**src/rtl/cla_seq_adder.sv**
```systemverilog
// Multi-cycle WIDTH-bit adder that reuses one CHUNK-bit carry-lookahead slice,
// consuming one chunk per clock behind valid/ready handshakes.
module cla_seq_adder #(
  parameter int unsigned WIDTH = 32,
  parameter int unsigned CHUNK = 8
) (
  input  logic             clk,
  input  logic             rst_n,
  input  logic             in_valid,
  output logic             in_ready,
  input  logic [WIDTH-1:0] a,
  input  logic [WIDTH-1:0] b,
  input  logic             cin,
  output logic             out_valid,
  input  logic             out_ready,
  output logic [WIDTH-1:0] sum,
  output logic             cout,
  output logic             ovf,
  output logic             busy
);

  localparam int unsigned NCHUNK = WIDTH / CHUNK;
  localparam int unsigned IDXW   = (NCHUNK > 1) ? $clog2(NCHUNK) : 1;

  typedef enum logic [1:0] {IDLE, RUN, DONE} state_e;

  state_e            state_q, state_d;
  logic [WIDTH-1:0]  a_q, a_d;
  logic [WIDTH-1:0]  b_q, b_d;
  logic [WIDTH-1:0]  sum_q, sum_d;
  logic [IDXW-1:0]   idx_q, idx_d;
  logic              carry_q, carry_d;
  logic              cout_q, cout_d;
  logic              ovf_q, ovf_d;
  logic              out_valid_q, out_valid_d;

  logic [CHUNK-1:0]  a_chunk, b_chunk, p, g, slice_sum;
  logic [CHUNK:0]    c;

  // Group carry equations: c[i+1] = OR_j (g[j] & p[j+1..i]) | (p[0..i] & c0)
  function automatic logic [CHUNK:0] clu(input logic [CHUNK-1:0] pp,
                                         input logic [CHUNK-1:0] gg,
                                         input logic             c0);
    logic [CHUNK:0] cc;
    logic           term;
    cc    = '0;
    cc[0] = c0;
    for (int i = 0; i < int'(CHUNK); i++) begin
      term = c0;
      for (int k = 0; k <= i; k++) term = term & pp[k];
      cc[i+1] = term;
      for (int j = 0; j <= i; j++) begin
        term = gg[j];
        for (int k = j + 1; k <= i; k++) term = term & pp[k];
        cc[i+1] = cc[i+1] | term;
      end
    end
    return cc;
  endfunction

  // Lookahead slice on the current chunk
  always_comb begin
    a_chunk   = a_q[32'(idx_q)*CHUNK +: CHUNK];
    b_chunk   = b_q[32'(idx_q)*CHUNK +: CHUNK];
    p         = a_chunk ^ b_chunk;
    g         = a_chunk & b_chunk;
    c         = clu(p, g, carry_q);
    slice_sum = p ^ c[CHUNK-1:0];
  end

  // Next-state and datapath update
  always_comb begin
    state_d = state_q;
    a_d     = a_q;
    b_d     = b_q;
    sum_d   = sum_q;
    idx_d   = idx_q;
    carry_d = carry_q;
    cout_d  = cout_q;
    ovf_d   = ovf_q;
    unique case (state_q)
      IDLE: begin
        if (in_valid) begin
          a_d     = a;
          b_d     = b;
          carry_d = cin;
          idx_d   = '0;
          state_d = RUN;
        end
      end
      RUN: begin
        sum_d[32'(idx_q)*CHUNK +: CHUNK] = slice_sum;
        carry_d = c[CHUNK];
        if (idx_q == IDXW'(NCHUNK - 1)) begin
          cout_d  = c[CHUNK];
          ovf_d   = c[CHUNK-1] ^ c[CHUNK];
          state_d = DONE;
        end else begin
          idx_d = IDXW'(idx_q + 1'b1);
        end
      end
      DONE: begin
        if (out_ready) state_d = IDLE;
      end
      default: state_d = IDLE;
    endcase
    out_valid_d = (state_d == DONE);
  end

  always_ff @(posedge clk or negedge rst_n) begin
    if (!rst_n) begin
      state_q     <= IDLE;
      a_q         <= '0;
      b_q         <= '0;
      sum_q       <= '0;
      idx_q       <= '0;
      carry_q     <= 1'b0;
      cout_q      <= 1'b0;
      ovf_q       <= 1'b0;
      out_valid_q <= 1'b0;
    end else begin
      state_q     <= state_d;
      a_q         <= a_d;
      b_q         <= b_d;
      sum_q       <= sum_d;
      idx_q       <= idx_d;
      carry_q     <= carry_d;
      cout_q      <= cout_d;
      ovf_q       <= ovf_d;
      out_valid_q <= out_valid_d;
    end
  end

  assign in_ready  = (state_q == IDLE);
  assign busy      = (state_q != IDLE);
  assign out_valid = out_valid_q;
  assign sum       = sum_q;
  assign cout      = cout_q;
  assign ovf       = ovf_q;

endmodule

```
**config.mk**
```make
export PLATFORM = sky130hd
export DESIGN_NAME = cla_seq_adder
export DESIGN_NICKNAME = d
export VERILOG_FILES = /design/src/rtl/cla_seq_adder.sv
export SDC_FILE = /design/constraint.sdc
export NUM_CORES = 1
export LEC_CHECK = 0
export BUFFER_PORTS_ARGS = -buffer_cell sky130_fd_sc_hd__buf_4
export CAP_MARGIN = 15
export CELL_PAD_IN_SITES_DETAIL_PLACEMENT = 1
export CELL_PAD_IN_SITES_GLOBAL_PLACEMENT = 2
export CORE_ASPECT_RATIO = 1.4
export CORE_MARGIN = 1.5
export CORE_UTILIZATION = 34
export CTS_CLUSTER_SIZE = 24
export DETAILED_ROUTE_END_ITERATION = 8
export PLACE_DENSITY_LB_ADDON = 0.05
export SLEW_MARGIN = 25
export SYNTH_ARGS = -nofsm -noshare
export SYNTH_HDL_FRONTEND = slang
export SYNTH_SLANG_ARGS = --single-unit
```
**constraint.sdc**
```tcl
create_clock -name clk -period 2.87 [get_ports clk]
set_input_delay 0.287 -clock clk [delete_from_list [all_inputs] [get_ports clk]]
set_output_delay 0.287 -clock clk [all_outputs]
set_load 0.02 [all_outputs]
```
==> run_results.csv, run 1 <==
group,metric,value,unit
run_status,status,"finished clean",
layout,drive_above_1_share,48.2,%
synth,synth-edff-count,0,
setup_path,arrival,2980,ps
power,clkPwrFrac,12.5,%
sta,relSlewSlack,57.8,%
synth,yosys.area.top_type,"dfrtp_1",
grt,grt_start_max_net_pins,58,
placed_design,portBuffers,105,
floorplanning,io_pins,106,
cts,cts_tree,"done",
synth,synth.most_common_cell,"dfrtp_1",
power,vdd_drop_max,0.000460,V
layout,syn2layout_area_growth,25.0,%
cts,cts.path.max_buffers,2,
detailed_routing,post-route-drc-count,0,
sta,finalSetupViolCount,0,
power,switchingPower,3.62,mW
synth,ys_warn_count,0,
detailed_routing,first_iter_violations,75,
power,total_power,8.97,mW
placed_design,place_congestion,0.734,
setup_path,worst_setup_path_end_kind,"register",
power,power.share.combinational,59.1,%
setup_path,rrSetupSlack,110,ps
setup_path,path_max_fanout,6,
sta,min_period_over_period,96.0,%
synth,ys_seq_area_share,50.5,%
sta,hold_viol_final,0,
layout,final-instance-count-excl-fill,655,
synth,synth_top_area_share,50.5,%
synth,netlist_instances,341,
floorplanning,dieWidth,107,um
detailed_routing,dr.pass1.iters,4,
sta,fmaxAchievable,363,MHz
sta,min_period,2760,ps
floorplanning,start_util,34.5,%
detailed_routing,viasPerCell,4.93,
layout,layout.nets,544,
floorplanning,die_y,149,um
grt,grt_pass1_vias,3603,
setup_path,path_class,"register to register",
sta,fin_setup_tns,0,ps
grt,grt_first_pass_wirelength,19.9,mm
synth,yosys_most_used_dff,"dfrtp_1",
power,power.density,1390,nW/um^2
cts,clk_latency,340,ps
synth,synth_area_per_cell,15.1,um^2
detailed_routing,num_vias,3226,
cts,h-tree-depth,3,
cts,cts_root_buffer,"clkbuf_16",
cts,clock_sinks,104,
grt,track_usage,16.3,%
sta,tightest_slew,633,ps
layout,num_antenna_cells,0,
detailed_routing,drt_wl_total,12.3,mm
cts,cts_buffers,9,
power,p_sw_share,40.4,%
synth,syn-num-nets,426,
flow_run,max_cap_violations,0,
synth,syn-cell-area,5150,um^2
placed_design,dp_cells,639,
synth,synthArstFlopShare,100,%
sta,layout_setup_ws,114,ps
floorplanning,dieArea,15900,um^2
worst_hold_path,hold_class,"primary input to register",
placed_design,hpwl,9.51,mm
detailed_routing,drtAntennaViolNets,0,
placed_design,pre_cts_slack,76.0,ps
grt,gr-total-overflow,0,
floorplanning,row_count,53,
synth,ys_ff_latch,104,
synth,synth_cell_types,49,
detailed_routing,avgRoutedWirePerCell,18.7,um
sta,fin_skew,9.76,ps
setup_path,start_kind,"register",
power,p_leak,3.02,nW
setup_path,worst_ep_required_time,3100,ps
power,pwr-share-seq,28.4,%
synth,synthTopCellsByCount,"dfrtp_1, mux2_4, a22o_1",
sta,slew_violations,0,
synth,synth.area.top_cells,"dfrtp_1, mux2_4, mux4_2",
power,p_int,5.35,mW
grt,antenna_found_initial,0,
cts,clk_pin_slew,70,ps
floorplanning,core-area,14900,um^2
[timing repair]
action / CTS / global route
hold endpoints to repair: 35 / 0
setup endpoints to repair: 0 / 1
gates resized for setup: 0 / 1
setup buffers: 0 / 0
hold buffers: 1 / 0
[metal layers]
layer / part of all wire [%] / routed length, um / GRT usage (%) / up-vias
met1: 42 / 5180 / 20.2 / 1646
met2: 53 / 6500 / 29.1 / 74
met3: 3.3 / 400 / 2.80 / 12
li1: - / - / - / 1494
met4: 1.4 / 175 / 4.60 / 0
met5: 0 / 0 / 0 / -
[registers in the layout, indices dropped and copies added, names as in the netlist]
signal	flops
a_q	32
b_q	32
carry_q	1
cout	1
idx_q	2
out_valid	1
ovf	1
state_q	2
sum	32
[cell usage in the layout (no fill, tap or decap), types with 2 or more instances in the layout]
cell type  synthesis  final
buf_4              1    117
dfrtp_1          104    104
mux2_4            60     60
a22o_1            23     23
nand2_1           20     20
mux4_2            16     16
ha_1              15     15
o21ai_1            9      9
clkbuf_16          0      9
nor2_1             7      7
inv_1              6      6
nand4_1            5      5
mux2_1             5      5
nand2b_1           4      4
o31a_1             4      4
o31ai_1            4      4
buf_12             7      4
a21oi_2            3      3
xor2_1             3      3
inv_2              2      2
o21ai_0            2      2
mux2i_1            2      2
nand3_1            2      2
and3b_1            2      2
nand3b_1           2      2
a21oi_1            2      2
nand4b_1           2      2
nor3_1             2      2
and4_1             2      2
clkinv_2           0      2
clkinv_4           0      2
[final timing paths]
kind                       endpoint     start  cells after the start
setup / recovery            carry_q  idx_q[0]                      8
hold / removal               a_q[9]      a[9]                      2
setup reg to reg            carry_q  idx_q[0]                      8
hold reg to reg             sum[15]   sum[15]                      2
max in group asynchronous    b_q[6]     rst_n                      3
min in group asynchronous   sum[17]     rst_n                      2
[layout make-up]
cell class	count	area, um^2
Multi-Input combinational cell	214	2330
Fill cell	1562	8480
Inverter	8	30.0
Clock buffer	10	229
Timing Repair Buffer	122	968
Sequential cell	104	2600
Clock inverter	5	35.0
Tap cell	192	240
[kinds of logic (layout without fill, tap and decap cells)]
family                     count (synthesis)  after routing  share of synthesized area (%)
DFF                                      104            104                           50.5
muxes                                     83             83                           26.0
and+or+nand+nor                           56             56                           6.03
AOI/OAI and AO/OA                         55             55                           8.41
buffers and inverters                     23            145                           4.33
adders and majority gates                 16             16                           4.03
xor gates and xnor gates                   4              4                          0.681
[stage by stage]
step / hold WS [ps] / utilization [%] / instance area, um^2
after detailed placement: 356 / 41.2 / 6150
after global routing: 151 / 43.1 / 6440
final: 158 / 43.1 / 6440
after floorplan: -8.59 / - / 5150
after global placement: 347 / 41.2 / 6150
after CTS: 148 / 43.1 / 6430
[power by group through the flow]
stage | registers [mW] | logic [mW] | clock network, mW
6_report | 2.55 | 5.30 | 1.12
4_1_cts | 2.57 | 5.34 | 1.17
3_5_place_dp | 2.59 | 5.31 | 0
5_1_grt | 2.64 | 5.79 | 1.21
2_1_floorplan | 2.56 | 3.69 | 0
3_3_place_gp | 2.59 | 5.26 | 0
[critical path: stages, from the launching register on]
cell and delay, ps:
dfrtp_1 370, buf_4 150, mux4_2 520, ha_1 310
ha_1 230, o211ai_4 230, a21oi_2 100, o31a_1 360
a221o_1 370
(Power assumes the default switching activity.)
==> run 2, diff against run 1 <==
SETUP_SLACK_MARGIN = 0.5   (was not set)
==> run 2 against run 1 <==
Net effect: the run now ends with negative hold slack left; non-clock buffer count rose by 17; via count rose by 2.9%; clock skew rose by 1.2 ps; design area rose by 5.5%; final cell count rose by 2.7%; maximum frequency rose by 4.5%; hold slack got worse by 190 ps; setup slack improved by 120 ps; sequential share of layout area fell by 2.1 points; largest cell class unchanged; largest power group unchanged.
==> run_results.csv, run 2 (synthesized netlist as in run 1, its figures left out) <==
group,metric,value,unit
sta,tightest_slew,717,ps
setup_path,path_max_fanout,8,
cts,clk_pin_slew,80,ps
cts,cts_tree,"done",
sta,min_period_over_period,91.9,%
floorplanning,core-area,14900,um^2
setup_path,start_kind,"register",
setup_path,r2r-end,"carry_q",
sta,min_period,2640,ps
worst_hold_path,hold_class,"primary input to async pin",
setup_path,cpPeakStageDelay,540,ps
run_status,status,"complete, but fails checks",
setup_path,worst_setup_path_end_kind,"register",
placed_design,hpwl,9.47,mm
sta,rsz0062_at_grt,"true",
setup_path,slowest_stage,"mux4_2",
cts,cts_root_buffer,"clkbuf_16",
sta,finalSetupViolCount,0,
power,total_power,10.5,mW
cts,cts_buffers,9,
detailed_routing,avgRoutedWirePerCell,19.1,um
sta,fin_setup_tns,0,ps
setup_path,cp_common_cell,"buf_4",
power,p_leak,3.16,nW
setup_path,rrSetupSlack,230,ps
setup_path,path_class,"register to register",
power,vdd_drop_max,0.000650,V
layout,fillers,1541,
layout,syn2layout_area_growth,31.9,%
grt,grt_start_max_net_pins,78,
placed_design,place_congestion,0.738,
floorplanning,dieArea,15900,um^2
layout,final_core_util,45.5,%
cts,h-tree-depth,3,
sta,slew_violations,0,
power,power.density,1550,nW/um^2
cts,cts.path.max_buffers,2,
layout,layout_commonest_cell,"buf_4",
layout,layout_common_cells,"buf_4, dfrtp_1, mux2_4",
sta,hold_viol_final,44,
grt,grt_pass1_vias,3816,
flow_run,max_cap_violations,0,
detailed_routing,num_vias,3321,
cts,clk_latency,350,ps
sta,fin_skew,11.0,ps
setup_path,path_cells,"buf_12, buf_4, mux4_2, ha_4, o211ai_4, a21oi_2, o31a_1, buf_4, a221o_1",
run_status,violations,"negative hold slack",
layout,drive_above_1_share,54.1,%
grt,antenna_found_initial,0,
floorplanning,io_pins,106,
floorplanning,dieWidth,107,um
sta,fmaxAchievable,379,MHz
sta,fin_hold_ws,-27.1,ps
floorplanning,die_y,149,um
floorplanning,start_util,34.5,%
detailed_routing,first_iter_violations,89,
placed_design,portBuffers,105,
detailed_routing,drtAntennaViolNets,0,
detailed_routing,post-route-drc-count,0,
sta,relSlewSlack,52.2,%
setup_path,arrival,2870,ps
setup_path,worst_ep_required_time,3100,ps
detailed_routing,drt_wl_total,12.8,mm
grt,grt_first_pass_wirelength,21.0,mm
layout,layout.nets,561,
grt,track_usage,17.3,%
setup_path,r2r-start,"idx_q[0]",
detailed_routing,dr.pass1.iters,4,
layout,num_antenna_cells,0,
setup_path,reg2reg_depth,9,
floorplanning,row_count,53,
detailed_routing,viasPerCell,4.93,
grt,gr-total-overflow,0,
cts,clock_sinks,104,
[run 2: cell count changes in the layout (fill, tap and decap cells not counted), moves of 2 or more]
cell / previous run / this run
xor2_1: 3 / 1
o31ai_1: 4 / 0
xor2_2: 0 / 2
o31ai_2: 0 / 4
ha_1: 15 / 9
buf_4: 117 / 128
a21oi_4: 0 / 2
buf_6: 0 / 7
clkinv_2: 2 / 0
ha_4: 0 / 6
a21oi_2: 3 / 1
[run 2: how the worst max path moves through the flow]
stage,from,to,slack (ps),cells past startpoint
after floorplan,idx_q[0],carry_q,270,8
after global placement,idx_q[0],carry_q,140,7
after detailed placement,idx_q[0],carry_q,90,7
after CTS,idx_q[0],carry_q,250,8
after global routing,idx_q[0],carry_q,130,9
final,idx_q[0],carry_q,230,9
[run 2: through the flow]
step           cell area (um^2)  setup slack [ps]  instances
3_3_place_gp               6190               138        635
5_1_grt                    6790               126        673
4_1_cts                    6720               246        669
6_report                   6790               233        673
2_1_floorplan              5270               265        341
3_5_place_dp               6190              92.9        635
[run 2: cell type report]
class / count / area [um^2] / area share (%)
Tap cell: 192 / 240 / 3.54
Sequential cell: 104 / 2600 / 38.4
Timing Repair Buffer: 139 / 1100 / 16.3
Inverter: 8 / 30.0 / 0.442
Multi-Input combinational cell: 214 / 2500 / 36.9
Clock inverter: 6 / 76.3 / 1.12
Clock buffer: 10 / 229 / 3.37
[run 2: power breakdown]
part / total, mW / switching, mW / internal [mW]
clock: 1.27 / 0.582 / 0.692
combinational: 6.69 / 3.15 / 3.54
sequential: 2.57 / 0.457 / 2.12
total: 10.5 / 4.19 / 6.35
[run 2: metal layers]
layer  global-route usage, %  up-vias  routed length [um]
met4                    4.80        0                 150
met1                    21.1     1706                5470
met3                    2.98       10                 425
met2                    31.3       68                6800
met5                       0        -                   0
li1                        -     1537                   -
[run 2: critical path, delay by kind of cell (launching register included)]
kind / cells / cell delay [ps]
fa+ha+maj: 1 / 290
mux: 1 / 540
flops: 1 / 490
compound gates: 4 / 760
buf+inv: 3 / 430
[run 2: timing repair]
item	CTS	global route
buffers inserted	18	4
pin swaps	10	11
endpoints found under the hold margin	0	0
resized for setup	15	8
hold buffers	0	0
endpoints found under the setup margin	31	27
==> run 3, diff against run 2 <==
CORE_UTILIZATION = 38   (was 34)
SETUP_SLACK_MARGIN = not set   (was 0.5)
clock period = 2.45 ns   (was 2.87 ns; I/O delays follow)
==> run 3 against run 2 <==
Net effect: the run ends with negative setup slack left; routed wire length shrank 0.98%; via count is essentially flat; critical path type unchanged; highest routed layer unchanged; maximum frequency grew 3.3%; setup slack lost 340 ps; combinational power grew 10%.
==> run_results.csv, run 3 (synthesized netlist as in run 1, its figures left out) <==
group,metric,value,unit
setup_path,path_max_fanout,8,
floorplanning,io_pins,106,
floorplanning,dieWidth,101,um
cts,h-tree-depth,3,
setup_path,start_kind,"register",
grt,grt_first_pass_wirelength,20.6,mm
grt,grt_start_max_net_pins,57,
cts,clock_sinks,104,
layout,fillers,1370,
layout,final-instance-count-excl-fill,666,
setup_path,arrival,2780,ps
detailed_routing,viasPerCell,4.98,
sta,min_period_over_period,104,%
detailed_routing,highest_layer,"met4",
sta,layout_setup_ws,-102,ps
grt,antenna_found_initial,0,
detailed_routing,first_iter_violations,48,
run_status,status,"complete, but fails checks",
grt,gr-total-overflow,0,
layout,num_antenna_cells,0,
sta,fin_skew,8.04,ps
layout,multi_input_area,2460,um^2
detailed_routing,num_vias,3320,
detailed_routing,post-route-drc-count,0,
floorplanning,row_count,50,
power,vdd_drop_max,0.000692,V
grt,grt_pass1_vias,3760,
layout,postLayoutCellArea,6770,um^2
layout,layout_common_cells,"buf_4, dfrtp_1, mux2_4",
setup_path,worst_setup_path_end_kind,"register",
sta,rsz0062_at_grt,"true",
layout,syn2layout_area_growth,31.5,%
floorplanning,dieArea,14300,um^2
setup_path,path_class,"register to register",
sta,min_period,2550,ps
power,p_leak,3.16,nW
grt,track_usage,19.1,%
cts,cts_buffers,9,
floorplanning,start_util,38.6,%
sta,relSlewSlack,51.2,%
detailed_routing,avgRoutedWirePerCell,19.1,um
sta,finalSetupViolCount,12,
cts,cts_root_buffer,"clkbuf_16",
sta,slew_violations,0,
placed_design,dpl-instance-area,6320,um^2
worst_hold_path,hold_class,"primary input to register",
setup_path,worst_ep_required_time,2680,ps
floorplanning,die_y,141,um
placed_design,portBuffers,105,
sta,hold_viol_final,0,
detailed_routing,wl_met2,6.80,mm
placed_design,place_congestion,0.741,
layout,drive_above_1_share,52.7,%
power,power.density,1770,nW/um^2
detailed_routing,drt_wl_total,12.7,mm
sta,fmaxAchievable,392,MHz
cts,cts.path.max_buffers,2,
sta,fin_setup_tns,-500,ps
cts,cts_tree,"done",
detailed_routing,routedLengthMet1,5.19,mm
layout,seqCellArea,2600,um^2
cts,clk_latency,350,ps
placed_design,dp_cells,646,
placed_design,hpwl,9.86,mm
sta,tightest_slew,732,ps
detailed_routing,met3_length,463,um
layout,final_core_util,50.8,%
detailed_routing,drtAntennaViolNets,0,
flow_run,max_cap_violations,0,
run_status,violations,"negative setup slack",
cts,clk_pin_slew,70,ps
detailed_routing,dr.pass1.iters,4,
floorplanning,core-area,13300,um^2
layout,layout_commonest_cell,"buf_4",
power,total_power,12.0,mW
layout,layout.nets,564,
-- run 3: cell count changes in the layout (fill, tap and decap cells not counted), sizes merged --
cell / previous run / this run
buf: 139 / 141
dlygate4sd3: 0 / 1
bufinv: 1 / 2
clkinvlp: 0 / 1
clkinv: 3 / 1
-- run 3: power breakdown --
part	total [mW]	leakage (nW)	switching, mW	internal [mW]
clock	1.55	0.153	0.650	0.902
combinational	7.38	1.72	3.41	3.97
sequential	3.05	1.29	0.566	2.48
total	12.0	3.16	4.62	7.35
-- run 3: final timing paths --
path / slack (ps) / depth (start not counted) / to / startpoint
max in group asynchronous: 1290 / 3 / idx_q[0] / rst_n
worst max register to register: -100 / 7 / carry_q / idx_q[0]
min in group asynchronous: 510 / 2 / a_q[25] / rst_n
worst min register to register: 490 / 1 / a_q[11] / a_q[11]
worst max-delay path: -100 / 7 / carry_q / idx_q[0]
worst min-delay path: 110 / 2 / a_q[10] / a[10]
-- run 3: timing repair --
action,in CTS,in global routing
hold buffers,1,0
hold endpoints to repair,41,0
pin swaps,12,4
gates cloned,0,0
resized for setup,12,3
endpoints found under the setup margin,27,27
buffers inserted,3,0
-- run 3: metrics by stage --
step / hold WS (ps) / setup slack, ps
6_report: 113 / -102
3_5_place_dp: 361 / -235
4_1_cts: 106 / -89.7
2_1_floorplan: -50.6 / -155
5_1_grt: 114 / -186
3_3_place_gp: 348 / -184
-- run 3: layout make-up --
class | instances | share of cell area, %
flip-flops and latches | 104 | 38.5
multi-input cells | 214 | 36.3
repair buffers | 142 | 16.7
clock buffers | 10 | 3.38
well taps | 182 | 3.36
clock inverters | 6 | 1.33
inverters | 8 | 0.444
-- run 3: critical path, stage by stage (launching register included) --
cell and delay [ps]:
dfrtp_2 470, buf_12 170, mux4_2 540, ha_4 290, a21oi_4 150, a21boi_2 100, o31a_1 380, a221o_1 340
-- run 3: per-layer routing --
metal / vias up / global-route usage [%]
met1: 1690 / 23.3
met4: 0 / 6.14
li1: 1541 / -
met2: 75 / 33.7
met3: 14 / 3.77
met5: - / 0
